### src/rtl/count_seq_mon_pkg.sv
// Shared types and helpers for the count sequence monitor: state encoding,
// default widths and the modular next-value calculation.
package count_seq_mon_pkg;

   typedef enum logic [1:0] {
      ST_IDLE   = 2'd0,
      ST_SEARCH = 2'd1,
      ST_LOCKED = 2'd2
   } state_e;

   localparam int DEF_WIDTH = 4;
   localparam int DEF_ERR_W = 8;

   typedef struct packed {
      logic [31:0] value;
      logic        wrap;
   } exp_t;

   // One extra bit of headroom keeps prev+step from overflowing before the wrap test.
   function automatic exp_t next_expected(input logic [31:0] prev,
                                          input logic [31:0] step,
                                          input logic [31:0] max_val);
      logic [32:0] sum;
      exp_t        r;
      sum = {1'b0, prev} + {1'b0, step};
      if (sum > {1'b0, max_val}) begin
         r.value = 32'(sum - ({1'b0, max_val} + 33'd1));
         r.wrap  = 1'b1;
      end else begin
         r.value = sum[31:0];
         r.wrap  = 1'b0;
      end
      return r;
   endfunction

endpackage

### src/rtl/count_sequence_monitor_sat_counter.sv
// Event counter that sticks at all-ones; synchronous clear has priority over inc.
// Count is registered, so it updates on the edge that captures the event.
module sat_counter #(
   parameter int W = 8
) (
   input  logic         clk,
   input  logic         rst_n,
   input  logic         clr,
   input  logic         inc,
   output logic [W-1:0] cnt
);

   logic [W-1:0] cnt_q;
   logic [W-1:0] cnt_d;

   always_comb begin
      cnt_d = cnt_q;
      if (clr) begin
         cnt_d = '0;
      end else if (inc && (cnt_q != '1)) begin
         cnt_d = cnt_q + 1'b1;
      end
   end

   always_ff @(posedge clk or negedge rst_n) begin
      if (!rst_n) begin
         cnt_q <= '0;
      end else begin
         cnt_q <= cnt_d;
      end
   end

   assign cnt = cnt_q;

endmodule

### src/rtl/count_sequence_monitor.sv
// Checks a sampled counter advances by STEP modulo MAX_VAL+1; locks after LOCK_CNT good steps.
// All outputs are registered one cycle after the en sample; no backpressure, every en is consumed.
module count_sequence_monitor
   import count_seq_mon_pkg::*;
#(
   parameter int WIDTH    = DEF_WIDTH,
   parameter int STEP     = 1,
   parameter int MAX_VAL  = 15,
   parameter int LOCK_CNT = 3,
   parameter int ERR_W    = DEF_ERR_W
) (
   input  logic             clk,
   input  logic             reset,
   input  logic             en,
   input  logic             clr,
   input  logic [WIDTH-1:0] count_in,
   input  logic [WIDTH-1:0] target,
   output logic             locked,
   output logic             seq_err,
   output logic             wrap_pulse,
   output logic             hit,
   output logic [ERR_W-1:0] err_cnt,
   output logic [ERR_W-1:0] wrap_cnt,
   output logic [1:0]       state
);

   state_e           state_q, state_d;
   logic [WIDTH-1:0] prev_q, prev_d;
   logic [3:0]       good_q, good_d;
   logic             locked_q, locked_d;
   logic             seq_err_q, seq_err_d;
   logic             wrap_q, wrap_d;
   logic             hit_q, hit_d;

   exp_t             exp_r;
   logic             step_ok;
   logic [4:0]       good_inc;

   // Out-of-range count_in can never equal exp, which is always <= MAX_VAL.
   always_comb begin
      exp_r    = next_expected(32'(prev_q), 32'(STEP), 32'(MAX_VAL));
      step_ok  = (32'(count_in) == exp_r.value);
      good_inc = {1'b0, good_q} + 5'd1;
   end

   always_comb begin
      state_d   = state_q;
      prev_d    = prev_q;
      good_d    = good_q;
      locked_d  = locked_q;
      seq_err_d = 1'b0;
      wrap_d    = 1'b0;
      hit_d     = 1'b0;
      if (clr) begin
         state_d  = ST_IDLE;
         prev_d   = '0;
         good_d   = '0;
         locked_d = 1'b0;
      end else if (en) begin
         prev_d = count_in;
         case (state_q)
            ST_IDLE: begin
               state_d = ST_SEARCH;
               good_d  = '0;
            end
            ST_SEARCH: begin
               if (step_ok) begin
                  good_d = good_inc[3:0];
                  if (good_inc == 5'(LOCK_CNT)) begin
                     state_d  = ST_LOCKED;
                     locked_d = 1'b1;
                  end
               end else begin
                  good_d = '0;
               end
            end
            ST_LOCKED: begin
               if (step_ok) begin
                  wrap_d = exp_r.wrap;
                  hit_d  = (count_in == target);
               end else begin
                  seq_err_d = 1'b1;
                  state_d   = ST_SEARCH;
                  good_d    = '0;
                  locked_d  = 1'b0;
               end
            end
            default: begin
               state_d  = ST_IDLE;
               good_d   = '0;
               locked_d = 1'b0;
            end
         endcase
      end
   end

   always_ff @(posedge clk or negedge reset) begin
      if (!reset) begin
         state_q   <= ST_IDLE;
         prev_q    <= '0;
         good_q    <= '0;
         locked_q  <= 1'b0;
         seq_err_q <= 1'b0;
         wrap_q    <= 1'b0;
         hit_q     <= 1'b0;
      end else begin
         state_q   <= state_d;
         prev_q    <= prev_d;
         good_q    <= good_d;
         locked_q  <= locked_d;
         seq_err_q <= seq_err_d;
         wrap_q    <= wrap_d;
         hit_q     <= hit_d;
      end
   end

   sat_counter #(.W(ERR_W)) u_err_cnt (
      .clk   (clk),
      .rst_n (reset),
      .clr   (clr),
      .inc   (seq_err_d),
      .cnt   (err_cnt)
   );

   sat_counter #(.W(ERR_W)) u_wrap_cnt (
      .clk   (clk),
      .rst_n (reset),
      .clr   (clr),
      .inc   (wrap_d),
      .cnt   (wrap_cnt)
   );

   assign locked     = locked_q;
   assign seq_err    = seq_err_q;
   assign wrap_pulse = wrap_q;
   assign hit        = hit_q;
   assign state      = state_q;

endmodule

### config.mk
export PLATFORM = sky130hd
export DESIGN_NAME = count_sequence_monitor
export DESIGN_NICKNAME = d
export VERILOG_FILES = /design/src/rtl/count_seq_mon_pkg.sv /design/src/rtl/count_sequence_monitor_sat_counter.sv /design/src/rtl/count_sequence_monitor.sv
export SDC_FILE = /design/constraint.sdc
export NUM_CORES = 1
export LEC_CHECK = 0
export BUFFER_PORTS_ARGS = -buffer_cell sky130_fd_sc_hd__buf_2
export CAP_MARGIN = 20
export CELL_PAD_IN_SITES_DETAIL_PLACEMENT = 2
export CELL_PAD_IN_SITES_GLOBAL_PLACEMENT = 2
export CORE_ASPECT_RATIO = 0.6
export CORE_UTILIZATION = 30
export CTS_CLUSTER_SIZE = 12
export DETAILED_ROUTE_END_ITERATION = 10
export PLACE_DENSITY_LB_ADDON = 0.1
export SYNTH_ARGS = -nofsm -noshare
export SYNTH_HDL_FRONTEND = slang
export SYNTH_SLANG_ARGS = --single-unit
export TNS_END_PERCENT = 1
### constraint.sdc
create_clock -name clk -period 3.8 [get_ports clk]
set_input_delay 0.19 -clock clk [delete_from_list [all_inputs] [get_ports clk]]
set_output_delay 0.19 -clock clk [all_outputs]
set_load 0.005 [all_outputs]
==> flow_metrics.py, run 1 <==
metrics = {
    "sta": {
        "finalSetupTns_ps": 0,
        "fin_skew_ps": 9.65,
        "rsz0062_at_grt": "no",
        "hold_viol_final": 30,
        "fin_hold_ws_ps": -40.4,
        "finalMaxSlewViolations": 0,
        "worst_slew_pin_slew_ps": 718,
        "post-route-period-util": 0.657,
        "maxSlewHeadroom": 0.521,
        "fmax_mhz": 401,
        "finalSetupViolations": 0,
        "fin_ws_ps": 1310,
        "period_needed_ps": 2490,
    },
    "yosys": {
        "synth_ff_type": "dfrtp_1",
        "synth_area_per_cell_sq_um": 9.83,
        "muxShareOfSynthArea": 0.0616,
        "syn_nets": 204,
        "synth-async-reset-ratio": 1.00,
        "yosys.area_share.simple": 0.199,
        "synth-compound-area-share": 0.187,
        "synth_edf_count": 0,
        "synth-seq-cells": 30,
        "netlist_area_sq_um": 1830,
        "yosys_warnings": 0,
        "yosysSeqAreaShare": 0.410,
        "syn_inst": 186,
        "yosys.area_share.adder": 0.0410,
        "yosys.cell_types.count": 51,
        "synth_xor_area_frac": 0.0739,
        "synth_top_family_by_area": "simple AND/OR/NAND/NOR gates",
    },
    "power_and_ir_drop": {
        "irDropWorstVdd_mv": 0.171,
        "power_density_nw_per_um2": 313,
        "leakagePower_nw": 0.988,
    },
    "die": {
        "fp.dieArea_sq_um": 6420,
        "die_h_um": 62.5,
        "row_count": 21,
        "core_sq_um": 5730,
        "die_w_um": 103,
        "initial_core_util": 0.319,
        "io_pins": 34,
    },
    "cells_and_area": {
        "fin_cells": 302,
        "nNetsFinal": 239,
        "drive_gt1_frac": 0.230,
        "nFillCells": 650,
        "areaGrowthSynthToFinish_pct": 18.5,
        "multiInputGateArea_sq_um": 1030,
        "final_core_util": 0.378,
        "num_antenna_cells": 0,
        "regArea_sq_um": 751,
    },
    "cts": {
        "cts_resized": 0,
        "postCtsSetupBuffers": 0,
        "ctsHoldBuffers": 0,
        "clock-root-buffer": "clkbuf_8",
        "insertion_delay_ps": 290,
        "htree_levels": 2,
        "clk_pin_slew_worst_paths_ps": 80,
        "cts_tree": "built",
        "clockBufferDepth": 2,
        "cts.sinks": 30,
        "cts_buffers": 5,
    },
    "setup_path": {
        "worst_r2r_startpoint": "prev_q[0]",
        "arrival_ps": 2670,
        "cp-endpoint": "u_err_cnt.cnt[5]",
        "required_ps": 3980,
        "crit_family": "compound AO/OA/AOI/OAI gates",
        "timing.rr.end": "u_err_cnt.cnt[5]",
        "crit_path_max_fanout": 8,
        "worstRegToRegCells": 6,
        "slowest_stage": "dfrtp_1",
        "slowest_delay_ps": 520,
        "end_kind": "flip-flop",
        "crit_buf_inv": 1,
        "cp-startpoint": "prev_q[0]",
        "cp-start-kind": "flip-flop",
        "path_cells": "inv_1 -> ha_1 -> o41ai_2 -> o211ai_1 -> a21oi_1 -> mux2_2",
        "crit_type": "flip-flop to flip-flop",
        "reg2reg_setup_slack_ps": 1310,
        "path_depth": 6,
    },
    "status": {
        "violations": "hold timing",
        "status": "finished with violations",
    },
    "global_route": {
        "grt_pass1_vias": 1752,
        "grt_pass1_wl_um": 9300,
        "antenna_found_initial": 0,
        "grt_max_degree": 31,
        "grtUsageTotal": 0.189,
        "overflow": 0,
    },
    "hold_path": {
        "hold_path.class": "primary input to async pin",
    },
    "placed_design": {
        "placed_cells": 294,
        "post-dp-hpwl_um": 4150,
        "dp_slack_ps": 1300,
        "portBuffers": 33,
        "gp_congestion": 0.778,
    },
    "routing": {
        "viasPerCell": 5.35,
        "routed_wl_um": 5560,
        "first_pass_iters": 4,
        "vias": 1616,
        "wl_per_cell_um": 18.4,
        "ant_nets": 0,
        "drt_iter0_markers": 22,
        "drc": 0,
    },
    "run": {
        "drv_cap": 0,
    },
}
[how the worst min path moves through the flow]
stage	start	to	slack (ps)	cells past startpoint
after floorplan	reset	good_q[0]	-110	0
after global routing	reset	good_q[2]	20	1
after detailed placement	reset	prev_q[0]	310	1
after CTS	reset	u_err_cnt.cnt[6]	0.7	1
final	reset	u_err_cnt.cnt[6]	-40	1
after global placement	reset	prev_q[1]	290	1
[where the power goes]
part,internal [mW],switching (mW)
registers,0.322,0.00612
clock network,0.146,0.132
logic,0.0241,0.0475
[per-stage QoR]
step | power [mW] | instance area (sq um)
after floorplan | 0.376 | 1830
after CTS | 0.684 | 2170
after global routing | 0.702 | 2170
after detailed placement | 0.407 | 2080
final | 0.679 | 2170
after global placement | 0.402 | 2080
[flip-flops by register name, summed over array words and instances, names as in the netlist]
signal and flops:
wrap_pulse 1, prev_q 4, locked 1, good_q 4
seq_err 1, state 2, hit 1, u_err_cnt.cnt 8
u_wrap_cnt.cnt 8
[cells in the final DEF (no fill, tap or decap), types with 3 or more instances in the layout]
cell type  Yosys  routed
a21o_1         3       3
nand4_1        4       4
nor2b_1        5       5
nand2_1       12      12
nor2_1        13      13
nor3_1         3       3
xnor2_1        9       9
o211ai_1       4       4
dfrtp_1       30      30
inv_1          8       8
clkbuf_8       0       6
a41oi_1        4       4
buf_2          0      33
nand3_1       12      12
a21oi_1       10      10
mux2i_1        9       9
ha_1           6       6
o21ai_0        5       5
[cell families (layout without fill, tap and decap cells)]
group	after synthesis	in the layout
muxes	11	11
DFF	30	30
buffers and inverters	13	49
xor gates and xnor gates	13	13
and+or+nand+nor	66	66
AOI/OAI and AO/OA	47	47
adders and majority gates	6	6
[cell usage after synthesis, drive strengths merged, types with 3 or more instances]
cell	n	share of area
ha	6	0.041
mux2i	9	0.049
dfrtp	30	0.41
clkbuf	4	0.0082
nand3	13	0.042
a41oi	4	0.019
nor2	13	0.027
inv	8	0.016
nor3	3	0.0082
o211ai	4	0.016
nand4	4	0.014
nor2b	5	0.017
a21o	3	0.012
a21oi	10	0.027
xor2	3	0.018
o21ai	6	0.018
nand2	12	0.025
and3	3	0.011
xnor2	9	0.043
[area by class of cell]
type	count	share of cell area
inverters	8	0.0139
multi-input cells	143	0.475
flip-flops and latches	30	0.346
clock buffers	7	0.0398
repair buffers	33	0.0762
well taps	80	0.0462
clock inverters	1	0.00231
[routing by layer]
metal  vias up  global-route usage  wire length [um]
met2        31               0.288              2500
met4         0              0.0264                26
met5         -                   0                 0
met1       826               0.280              2820
li1        755                   -                 -
met3         4              0.0403               206
Power figures use the tool's default switching activity.
==> inputs of run 2 (changes only) <==
==> constraint.sdc (replaced) <==
create_clock -name clk -period 2.4 [get_ports clk]
set_input_delay 0.12 -clock clk [delete_from_list [all_inputs] [get_ports clk]]
set_output_delay 0.12 -clock clk [all_outputs]
set_load 0.005 [all_outputs]
==> run 2 against run 1 <==
The run now ends clean. Setup slack got worse by 1200 ps. Power rose by 60%. Critical path depth rose by 1. Clock power rose by 58%. Non-clock buffer count rose by 9. Sequential power rose by 58%. Largest power group unchanged.
==> flow_metrics.py, run 2 (synthesis gave the netlist of run 1 again) <==
metrics = {
    "status": {
        "status": "completed",
    },
    "cells_and_area": {
        "fin_cells": 311,
        "nNetsFinal": 248,
        "drive_gt1_frac": 0.264,
        "areaGrowthSynthToFinish_pct": 23.1,
        "nFillCells": 640,
        "num_antenna_cells": 0,
        "layout_common_cells": "33 x buf_2, 30 x dfrtp_1, 13 x nor2_1",
        "final_common_cell": "buf_2",
        "final_cell_area_sq_um": 2250,
    },
    "setup_path": {
        "cp-start-kind": "flip-flop",
        "crit_path_max_fanout": 6,
        "required_ps": 2600,
        "end_kind": "flip-flop",
        "slowest_delay_ps": 430,
        "arrival_ps": 2520,
        "crit_type": "flip-flop to flip-flop",
        "slowest_stage": "dfrtp_1",
        "path_cells": "inv_1 -> ha_1 -> xor2_1 -> nand3_4 -> or3_4 -> or4_1 -> a21oi_1",
    },
    "routing": {
        "wl_per_cell_um": 18.3,
        "routed_wl_um": 5700,
        "viasPerCell": 5.27,
        "drt_iter0_markers": 42,
        "drc": 0,
        "ant_nets": 0,
        "vias": 1638,
        "first_pass_iters": 4,
    },
    "global_route": {
        "grtUsageTotal": 0.196,
        "overflow": 0,
        "antenna_found_initial": 0,
        "grt_pass1_wl_um": 9560,
        "grt_pass1_vias": 1804,
        "grt_max_degree": 31,
    },
    "cts": {
        "clk_pin_slew_worst_paths_ps": 70,
        "clockBufferDepth": 2,
        "cts.sinks": 30,
        "insertion_delay_ps": 290,
        "htree_levels": 2,
        "clock-root-buffer": "clkbuf_8",
        "cts_tree": "built",
        "cts_buffers": 5,
    },
    "sta": {
        "hold_viol_final": 0,
        "rsz0062_at_grt": "yes",
        "maxSlewHeadroom": 0.503,
        "fin_skew_ps": 13.2,
        "fmax_mhz": 431,
        "period_needed_ps": 2320,
        "finalMaxSlewViolations": 0,
        "post-route-period-util": 0.967,
        "worst_slew_pin_slew_ps": 745,
        "finalSetupViolations": 0,
    },
    "placed_design": {
        "placed_cells": 302,
        "gp_congestion": 0.758,
        "placed_area_sq_um": 2140,
        "portBuffers": 33,
        "post-dp-hpwl_um": 4230,
    },
    "die": {
        "initial_core_util": 0.319,
        "die_h_um": 62.5,
        "row_count": 21,
        "io_pins": 34,
        "fp.dieArea_sq_um": 6420,
        "die_w_um": 103,
        "core_sq_um": 5730,
    },
    "power_and_ir_drop": {
        "leakagePower_nw": 1.03,
        "irDropWorstVdd_mv": 0.162,
        "power_density_nw_per_um2": 481,
    },
    "run": {
        "drv_cap": 0,
    },
    "hold_path": {
        "hold_path.class": "primary input to flip-flop",
    },
}
## run 2: repair_timing
action / 4_1_cts / 5_1_grt
hold buffers: 1 / 0
buffers inserted: 0 / 0
endpoints found under the hold margin: 30 / 0
endpoints found under the setup margin: 0 / 4
gates resized for setup: 0 / 3
## run 2: layer usage
metal / vias to the layer above / share of wire / global-route usage / routed length [um]
li1: 773 / - / - / -
met1: 827 / 0.51 / 0.283 / 2890
met2: 31 / 0.45 / 0.298 / 2540
met4: 0 / 0.0081 / 0.0335 / 46
met5: - / 0 / 0 / 0
met3: 7 / 0.039 / 0.0492 / 224
## run 2: metrics by stage
stage / utilization / hold slack, ps / setup slack, ps / setup TNS [ps] / power (mW)
5_1_grt: 0.393 / 205 / -13.0 / -13.0 / 1.13
4_1_cts: 0.391 / 163 / 58.3 / 0 / 1.09
6_report: 0.393 / 165 / 79.3 / 0 / 1.08
3_3_place_gp: 0.373 / 219 / 236 / 0 / 0.644
3_5_place_dp: 0.373 / 229 / 97.6 / 0 / 0.651
2_1_floorplan: - / -176 / 152 / 0 / 0.595
## run 2: final cells by class
type / count / area, sq um / share of cell area
repair buffers: 42 / 235 / 0.105
clock buffers: 7 / 86.3 / 0.0384
multi-input cells: 143 / 1040 / 0.464
clock inverters: 1 / 5.00 / 0.00222
inverters: 8 / 30.0 / 0.0133
well taps: 80 / 100 / 0.0445
flip-flops and latches: 30 / 751 / 0.334
## run 2: critical path: cells and delay by family (launching register included)
kind / cells / cell delay, ps
compound gates: 1 / 160
simple gates: 3 / 950
xor+xnor: 1 / 290
fa+ha+maj: 1 / 340
buf+inv: 1 / 70
flops: 1 / 430
## run 2: worst paths after layout
| kind | start | endpoint | slack, ps | depth (start not counted) |
|---|---|---|---|---|
| min in group asynchronous | reset | prev_q[1] | 440 | 2 |
| setup / recovery | prev_q[0] | u_wrap_cnt.cnt[7] | 80 | 7 |
| setup reg to reg | prev_q[0] | u_wrap_cnt.cnt[7] | 80 | 7 |
| hold / removal | count_in[2] | prev_q[2] | 170 | 3 |
| max in group asynchronous | reset | u_wrap_cnt.cnt[3] | 1480 | 2 |
| hold reg to reg | u_wrap_cnt.cnt[6] | u_wrap_cnt.cnt[6] | 520 | 1 |
## run 2: report_power, final
| group | leakage [nW] | internal [mW] | switching [mW] |
|---|---|---|---|
| Sequential | 0.415 | 0.510 | 0.00773 |
| Combinational | 0.568 | 0.0450 | 0.0801 |
| Clock | 0.0482 | 0.231 | 0.208 |
| Total | 1.03 | 0.787 | 0.296 |
